File: src/rtl/pc_fetch_unit.sv
// Instruction-fetch front end: 64-bit PC, req/gnt/rvalid fetch port, valid/ready output.
// Define FETCH_MISALIGN_TRAP_EN to trap misaligned redirects instead of masking them.

module Cla64bit (
    input  logic [63:0] a,
    input  logic [63:0] b,
    output logic [63:0] sum,
    output logic        overflow
);
    logic [63:0] g;
    logic [63:0] p;
    logic [64:0] c;
    logic [15:0] gg;
    logic [15:0] gp;

    assign g = a & b;
    assign p = a ^ b;

    // 4-bit lookahead groups; group carries chained between groups
    always_comb begin
        c  = '0;
        gg = '0;
        gp = '0;
        for (int i = 0; i < 16; i++) begin
            gg[i] = g[4*i+3]
                  | (p[4*i+3] & g[4*i+2])
                  | (p[4*i+3] & p[4*i+2] & g[4*i+1])
                  | (p[4*i+3] & p[4*i+2] & p[4*i+1] & g[4*i]);
            gp[i] = &p[4*i +: 4];
            for (int j = 0; j < 3; j++) begin
                c[4*i+j+1] = g[4*i+j] | (p[4*i+j] & c[4*i+j]);
            end
            c[4*i+4] = gg[i] | (gp[i] & c[4*i]);
        end
    end

    assign sum      = p ^ c[63:0];
    assign overflow = c[64] ^ c[63];
endmodule

module pc_fetch_unit #(
    parameter logic [63:0] RESET_PC = 64'h0000_0000_0000_0000
) (
    input  logic        clk,
    input  logic        reset,
    input  logic        redirect_valid,
    input  logic [63:0] redirect_pc,
    output logic        imem_req,
    output logic [63:0] imem_addr,
    input  logic        imem_gnt,
    input  logic        imem_rvalid,
    input  logic [31:0] imem_rdata,
    output logic        if_valid,
    input  logic        if_ready,
    output logic [63:0] if_pc,
    output logic [31:0] if_instr
`ifdef FETCH_MISALIGN_TRAP_EN
    ,
    output logic        misalign_trap
`endif
);
    typedef enum logic [1:0] {
        ST_FETCH = 2'd0,
        ST_WAIT  = 2'd1,
        ST_HOLD  = 2'd2
`ifdef FETCH_MISALIGN_TRAP_EN
        ,
        ST_TRAP  = 2'd3
`endif
    } state_e;

    state_e      state_q, state_d;
    logic [63:0] pc_q, pc_d;
    logic        drop_q, drop_d;
    logic        if_valid_q, if_valid_d;
    logic [63:0] if_pc_q, if_pc_d;
    logic [31:0] if_instr_q, if_instr_d;
    logic [63:0] pc_inc;
    logic        pc_inc_ovf_unused;
    logic [63:0] redir_pc;

    Cla64bit u_pc_add (
        .a        (pc_q),
        .b        (64'd4),
        .sum      (pc_inc),
        .overflow (pc_inc_ovf_unused)
    );

`ifdef FETCH_MISALIGN_TRAP_EN
    logic trap_q, trap_d;
    logic redir_bad;

    assign redir_pc      = redirect_pc;
    assign redir_bad     = |redirect_pc[1:0];
    assign misalign_trap = trap_q;
`else
    assign redir_pc = redirect_pc & ~64'h3;
`endif

    always_comb begin
        state_d    = state_q;
        pc_d       = pc_q;
        drop_d     = drop_q;
        if_valid_d = if_valid_q;
        if_pc_d    = if_pc_q;
        if_instr_d = if_instr_q;
`ifdef FETCH_MISALIGN_TRAP_EN
        trap_d     = 1'b0;
`endif
        if (redirect_valid) begin
            pc_d = redir_pc;
`ifdef FETCH_MISALIGN_TRAP_EN
            if (redir_bad) begin
                trap_d     = 1'b1;
                drop_d     = 1'b0;
                if_valid_d = 1'b0;
                state_d    = ST_TRAP;
            end else
`endif
            begin
                unique case (state_q)
                    ST_FETCH: begin
                        if (imem_gnt) begin
                            drop_d  = 1'b1;
                            state_d = ST_WAIT;
                        end
                    end
                    // a response in the same cycle is the stale one
                    ST_WAIT: begin
                        drop_d = ~imem_rvalid;
                        if (imem_rvalid) begin
                            state_d = ST_FETCH;
                        end
                    end
                    ST_HOLD: begin
                        if_valid_d = 1'b0;
                        state_d    = ST_FETCH;
                    end
                    default: state_d = ST_FETCH;
                endcase
            end
        end else begin
            unique case (state_q)
                ST_FETCH: begin
                    if (imem_gnt) begin
                        state_d = ST_WAIT;
                    end
                end
                ST_WAIT: begin
                    if (imem_rvalid) begin
                        if (drop_q) begin
                            drop_d  = 1'b0;
                            state_d = ST_FETCH;
                        end else begin
                            if_valid_d = 1'b1;
                            if_pc_d    = pc_q;
                            if_instr_d = imem_rdata;
                            pc_d       = pc_inc;
                            state_d    = ST_HOLD;
                        end
                    end
                end
                ST_HOLD: begin
                    if (if_ready) begin
                        if_valid_d = 1'b0;
                        state_d    = ST_FETCH;
                    end
                end
                default: ;
            endcase
        end
    end

    always_ff @(posedge clk) begin
        if (reset) begin
            state_q    <= ST_FETCH;
            pc_q       <= RESET_PC;
            drop_q     <= 1'b0;
            if_valid_q <= 1'b0;
            if_pc_q    <= '0;
            if_instr_q <= '0;
`ifdef FETCH_MISALIGN_TRAP_EN
            trap_q     <= 1'b0;
`endif
        end else begin
            state_q    <= state_d;
            pc_q       <= pc_d;
            drop_q     <= drop_d;
            if_valid_q <= if_valid_d;
            if_pc_q    <= if_pc_d;
            if_instr_q <= if_instr_d;
`ifdef FETCH_MISALIGN_TRAP_EN
            trap_q     <= trap_d;
`endif
        end
    end

    assign imem_req  = (state_q == ST_FETCH);
    assign imem_addr = pc_q;
    assign if_valid  = if_valid_q;
    assign if_pc     = if_pc_q;
    assign if_instr  = if_instr_q;
endmodule

File: config.mk
export PLATFORM = sky130hd
export DESIGN_NAME = pc_fetch_unit
export DESIGN_NICKNAME = d
export VERILOG_FILES = /design/src/rtl/pc_fetch_unit.sv
export SDC_FILE = /design/constraint.sdc
export NUM_CORES = 1
export LEC_CHECK = 0
export BUFFER_PORTS_ARGS = -buffer_cell sky130_fd_sc_hd__buf_4
export CORE_ASPECT_RATIO = 0.6
export CORE_MARGIN = 2
export CORE_UTILIZATION = 52
export CTS_BUF_LIST = sky130_fd_sc_hd__clkbuf_8
export DETAILED_ROUTE_END_ITERATION = 7
export PLACE_DENSITY = 0.86
export REMOVE_ABC_BUFFERS = 1
export SLEW_MARGIN = 20
export SYNTH_ARGS = -nofsm -noshare
export SYNTH_HDL_FRONTEND = slang
export SYNTH_SLANG_ARGS = --single-unit
File: constraint.sdc
create_clock -name clk -period 3.1 [get_ports clk]
set_input_delay 0.31 -clock clk [delete_from_list [all_inputs] [get_ports clk]]
set_output_delay 0.31 -clock clk [all_outputs]
set_load 0.01 [all_outputs]
# Word level (Yosys, flattened, before mapping)
# Cells that the tools add are included.
# Widths: inputs -> output; s select.
[word_totals]
out_inout_bits = 162
regBits = 164
wordCells = 131
input_bits = 102
[op_classes]
bitwise_logic = 65
mux = 23
reduce_logical = 27
eq_ne = 9
[ops]
columns = ["cell", "n"]
rows = [
  ["$mux 64", 4],
  ["$reduce_and 4->1", 16],
  ["$xor 64x64->64", 1],
  ["$and 1x1->1", 60],
  ["$mux 2", 6],
  ["$mux 1", 9],
  ["$ne 3x3->1 const B", 3],
  ["$reduce_and 3->1", 3],
  ["$reduce_bool 2->1", 4],
  ["$pmux 2 s3", 1],
  ["$reduce_and 5->1", 1],
  ["$ne 2x2->1 const B", 2],
  ["$not 1->1", 4],
  ["$pmux 1 s2", 2],
  ["$pmux 2 s2", 1],
  ["$reduce_bool 4->1", 1],
  ["$ne 3x2->1 const B", 1],
  ["$eq 2x1->1 const B", 1],
  ["$eq 2x2->1 const B", 1],
  ["$logic_not 2->1", 1],
  ["$ne 2x1->1 const B", 1],
  ["$reduce_or 2->1", 1],
]

# Longest topological paths before layout
[depth]
word_depth = 23
mapped_depth = 11
mapped_depth_nobuf = 11

# Cells and area by module
# A second synthesis with hierarchy kept.
[hier_totals]
cells_unflattened = 1077
hier_area_um2 = 9102.5
[modules_own_cells]
columns = ["module", "seq_area_each_um2", "instances", "cells_per_inst", "area_per_inst_um2"]
rows = [
  ["pc_fetch_unit", 3283.1, 1, 812, 6381.1],
  ["Cla64bit", 0.0, 1, 265, 2721.4],
]

# Worst setup path after synthesis
# No wires, ideal clock.
[synth_path]
path_kind = "reg2reg"
from = "register pc_q[2], in the netlist imem_addr[2]"
to = "register pc_q[59], in the netlist imem_addr[59]"
t_required_ns = 2.985
arrival_time_ns = 2.209
path_buffers = 0
synth_period_minus_slack_ns = 2.324
setup_ns = 0.115
slack_ns = 0.776
path_stages_with_launch = 12
cell_sequence = "dfxtp_1 ha_1 nand2_2 nor4_4 nand2_2 nor4_2 ha_1 ha_1 ha_1 nand2_1 xnor2_1 o21a_1"
[synth_via]
elab_chain_cells = 22
[synth_rtl]
columns = ["element", "line_no", "text"]
rows = [
  ["from (decl)", "73", "logic [63:0] pc_q, pc_d;"],
  ["from (signal assigned)", "187", "pc_q <= pc_d;"],
  ["$and 1x1->1", "26", "| (p[4*i+3] & g[4*i+2])"],
  ["$and 1x1->1 (13 in a row)", "33", "c[4*i+4] = gg[i] | (gp[i] & c[4*i]);"],
  ["$and 1x1->1 (3 in a row)", "31", "c[4*i+j+1] = g[4*i+j] | (p[4*i+j] & c[4*i+j]);"],
  ["$xor 64x64->64", "37", "assign sum = p ^ c[63:0];"],
  ["$mux 64", "151", "if (drop_q) begin"],
  ["$mux 64", "150", "if (imem_rvalid) begin"],
  ["$mux 64", "143", "unique case (state_q)"],
  ["$mux 64", "110", "if (redirect_valid) begin"],
]
# Every way passes these cells. The select of a mux whose other input is x is not followed.
# A chain may end at the register's enable or synchronous reset.

# Worst setup path in the final report
[layout_path]
from = "register pc_q[2], in the netlist imem_addr[2]"
to = "register pc_q[31], in the netlist imem_addr[31]"
[layout_via]
elab_chain_cells = 15
[layout_rtl]
columns = ["element", "line_no"]
rows = [
  ["$and 1x1->1", "26"],
  ["$and 1x1->1 (6 in a row)", "33"],
  ["$and 1x1->1 (3 in a row)", "31"],
  ["$xor 64x64->64", "37"],
  ["$mux 64", "151"],
  ["$mux 64", "150"],
  ["$mux 64", "143"],
  ["$mux 64", "110"],
]
# Every way passes these cells. The select of a mux whose other input is x is not followed.

==> results by group <==
Floorplan
  • Row cnt: 33
  • Width of the die: 157 µm
  • Die Y: 95.9 µm
  • Boundary Pins: 264
  • Initial Util: 0.534
  • Die Area: 0.0151 mm²
  • Core area: 0.0137 mm²

GRT
  • Antenna violations before repair: 0
  • First-pass GRT wire length: 31.2 mm
  • Largest net degree at the start of global routing: 78
  • All-Layer GR Usage: 0.262
  • Vias in the first global route: 6319
  • GRT overflow: 0

Timing
  • Slew of the pin with the lowest slew margin: 0.701 ns
  • Fmax achieved: 380 MHz
  • Setup tns final: 0 ns
  • Fin. max-slew vios: 0
  • Final setup fails: 0
  • Skew final: 0.0155 ns
  • Final Critical Period: 2.63 ns
  • Final Hold Vio Count: 0
  • Unrepaired setup endpoints after global routing: false
  • Worst relative slew slack: 0.533
  • Fin crit share: 0.848

Yosys
  • Yosys warning total: 0
  • Synthesized instance count: 935
  • Netlist cell types: 41
  • Mean Syn Cell Area: 7.84 µm²
  • Number of synthesized register bits: 160
  • Synth Cell Area: 0.00733 mm²
  • Post-synthesis sequential area ratio: 0.437

Place
  • DP Cell Count: 1328
  • DP Wirelength: 14.1 mm
  • Gpl congestion: 0.811
  • PortBufs: 257

Clock tree
  • Root buf cell: clkbuf_8
  • CTS tree: done
  • Hold_buf cts: 0
  • Setup Fix Bufs, Post-CTS: 0
  • Clock sinks: 160
  • Reg clk slew, reported paths: 0.09 ns
  • Clock Latency Late Sink: 0.45 ns
  • CTS H-tree lvls: 4
  • CTS Buf Count: 17
  • Post_cts resized: 0
  • Maximum root-to-sink buffer count: 2

Min path
  • Hold path start: imem_rvalid
  • HP Class: in -> reg
  • Hold Path Depth: 2

Worst setup path
  • Setup CP Type: reg -> reg
  • Critical R2R Launch: imem_addr[2]
  • Worst EP required: 3.44 ns
  • Reg2reg path depth: 12
  • Critical path capture point type: register
  • CP Max Fanout: 4
  • Crit path launch type: register
  • Worst Setup SP: imem_addr[2]
  • Worst Path Arrival: 2.97 ns

Route
  • Wire per inst: 14.8 µm
  • Top Layer Used: met4
  • 1st-pass router iterations: 5
  • Starting DRC count in detailed routing: 464
  • Via count: 6948
  • Met2 routed WL: 9.33 mm
  • Post-route ant nets: 0
  • Drt total wl: 20.1 mm
  • M1 WL: 8.73 mm
  • Vias/cell: 5.11
  • # DRC: 0
  • Metal3 WL: 1.81 mm

Power
  • Switch Pwr: 1190 µW
  • P_leak: 0.00430 µW
  • Total chip power: 4220 µW
  • Worst IR drop on VDD: 296 µV
  • Logic pwr share: 0.126
  • Sw frac: 0.282
  • Power Dens Cells: 437 mW/mm²
  • Internal power: 3030 µW
  • Sequential fraction of design power: 0.523
  • Clock power frac: 0.351

Cells and area
  • Fill cells: 1153
  • N_diodes: 0
  • Ratio of cells with drive above 1 in the final layout: 0.265
  • Cell Count, Final, Fillers Out: 1360
  • Area delta synth->final: 31.8%
  • Fin nets: 1306
  • Most frequent cells in the layout: nand2_1 (344), buf_4 (264), dfxtp_1 (160)
  • Most common cell after layout, fill and taps aside: nand2_1

Flow run
  • Max-cap violations: 0

Run status
  • Status: finished clean
## final timing paths
path	slack [ns]	end
max	0.47	imem_addr[31]
min	0.09	drop_q
max reg2reg	0.47	imem_addr[31]
min reg2reg	0.46	if_pc[43]
## per-layer routing
metal | GRT usage | vias up
li1 | - | 3515
met1 | 0.326 | 3184
met2 | 0.438 | 229
met3 | 0.0910 | 20
met4 | 0.0712 | 0
met5 | 0 | -
## synth_stat cells
| cell type | number | area [µm²] |
|---|---|---|
| a311o_1 | 1 | 10.0 |
| ha_1 | 49 | 613 |
| nor2_2 | 1 | 6.26 |
| nand4_1 | 10 | 62.6 |
| nand4_2 | 2 | 25.0 |
| inv_1 | 21 | 78.8 |
| a21o_1 | 46 | 345 |
| nand3b_1 | 2 | 15.0 |
| or3_1 | 3 | 18.8 |
| buf_4 | 14 | 105 |
| a22oi_1 | 1 | 7.51 |
| nor3_1 | 6 | 30.0 |
| nor4_4 | 2 | 42.5 |
| dfxtp_1 | 160 | 3200 |
| and3b_1 | 1 | 8.76 |
| conb_1 | 1 | 3.75 |
| xnor2_1 | 16 | 140 |
| a21oi_1 | 159 | 796 |
| buf_6 | 1 | 11.3 |
| nand2b_2 | 1 | 8.76 |
| and3_2 | 1 | 7.51 |
| nor2_1 | 8 | 30.0 |
| o311ai_1 | 1 | 8.76 |
| nor2b_1 | 1 | 6.26 |
| a31oi_1 | 1 | 6.26 |
| a211oi_1 | 1 | 7.51 |
| o31ai_1 | 1 | 7.51 |
| buf_1 | 5 | 18.8 |
| buf_2 | 21 | 105 |
| and4_1 | 1 | 8.76 |
| nor4_2 | 1 | 12.5 |
| a2bb2oi_1 | 1 | 8.76 |
| a311oi_1 | 1 | 8.76 |
| nand2_1 | 344 | 1290 |
| nand2_2 | 2 | 12.5 |
| o21ai_0 | 2 | 10.0 |
| mux2i_1 | 1 | 10.0 |
| nand3_2 | 1 | 10.0 |
| nand2b_1 | 1 | 6.26 |
| clkbuf_1 | 28 | 105 |
| o21a_1 | 15 | 113 |
## flip-flops by register name, summed over array words and instances (netlist names)
signal     cells
if_pc         62
imem_addr     62
if_instr      32
state_q        2
drop_q         1
if_valid       1
## final cells by class
| class | instances | area [µm²] | area share |
|---|---|---|---|
| multi-input cells | 688 | 3720 | 0.385 |
| clock buffers | 17 | 234 | 0.0242 |
| well taps | 192 | 240 | 0.0249 |
| clock inverters | 15 | 139 | 0.0144 |
| inverters | 21 | 78.8 | 0.00816 |
| flip-flops and latches | 160 | 3200 | 0.332 |
| repair buffers | 267 | 2040 | 0.211 |
## critical path: stages, from the launching register on
cell     delay (ns)
dfxtp_1        0.42
ha_1           0.23
nand2_2        0.10
nor4_4         0.36
buf_4          0.19
nand2_1        0.08
nor3_1         0.28
ha_1           0.21
ha_1           0.15
ha_1           0.14
nand2_1        0.06
xnor2_1        0.15
o21a_1         0.16
## cells by family after synthesis
family | Yosys count | share of synthesized area
compound gates | 230 | 0.181
xor+xnor | 16 | 0.0191
fa+ha+maj | 49 | 0.0837
buf+inv | 90 | 0.0579
flops | 160 | 0.437
mux | 1 | 0.00137
other cells | 1 | 0.000512
simple gates | 388 | 0.219
## metrics by stage
| step | setup WS, ns | cell area, µm² | utilization | hold slack, ns |
|---|---|---|---|---|
| after floorplan | -0.800 | 6990 | - | 0.379 |
| after global routing | 0.259 | 9660 | 0.705 | 0.0604 |
| after global placement | 0.565 | 9290 | 0.677 | 0.442 |
| final | 0.471 | 9660 | 0.705 | 0.0870 |
| after detailed placement | 0.525 | 9290 | 0.677 | 0.447 |
| after CTS | 0.451 | 9660 | 0.705 | 0.0606 |
## power groups by stage
stage	clock network [µW]	logic, µW	registers [µW]
detailed placement	0	534	2250
global route	1590	589	2220
global placement	0	525	2250
finish	1480	532	2210
floorplan	0	188	2260
CTS	1510	535	2200
(Power assumes the default switching activity.)
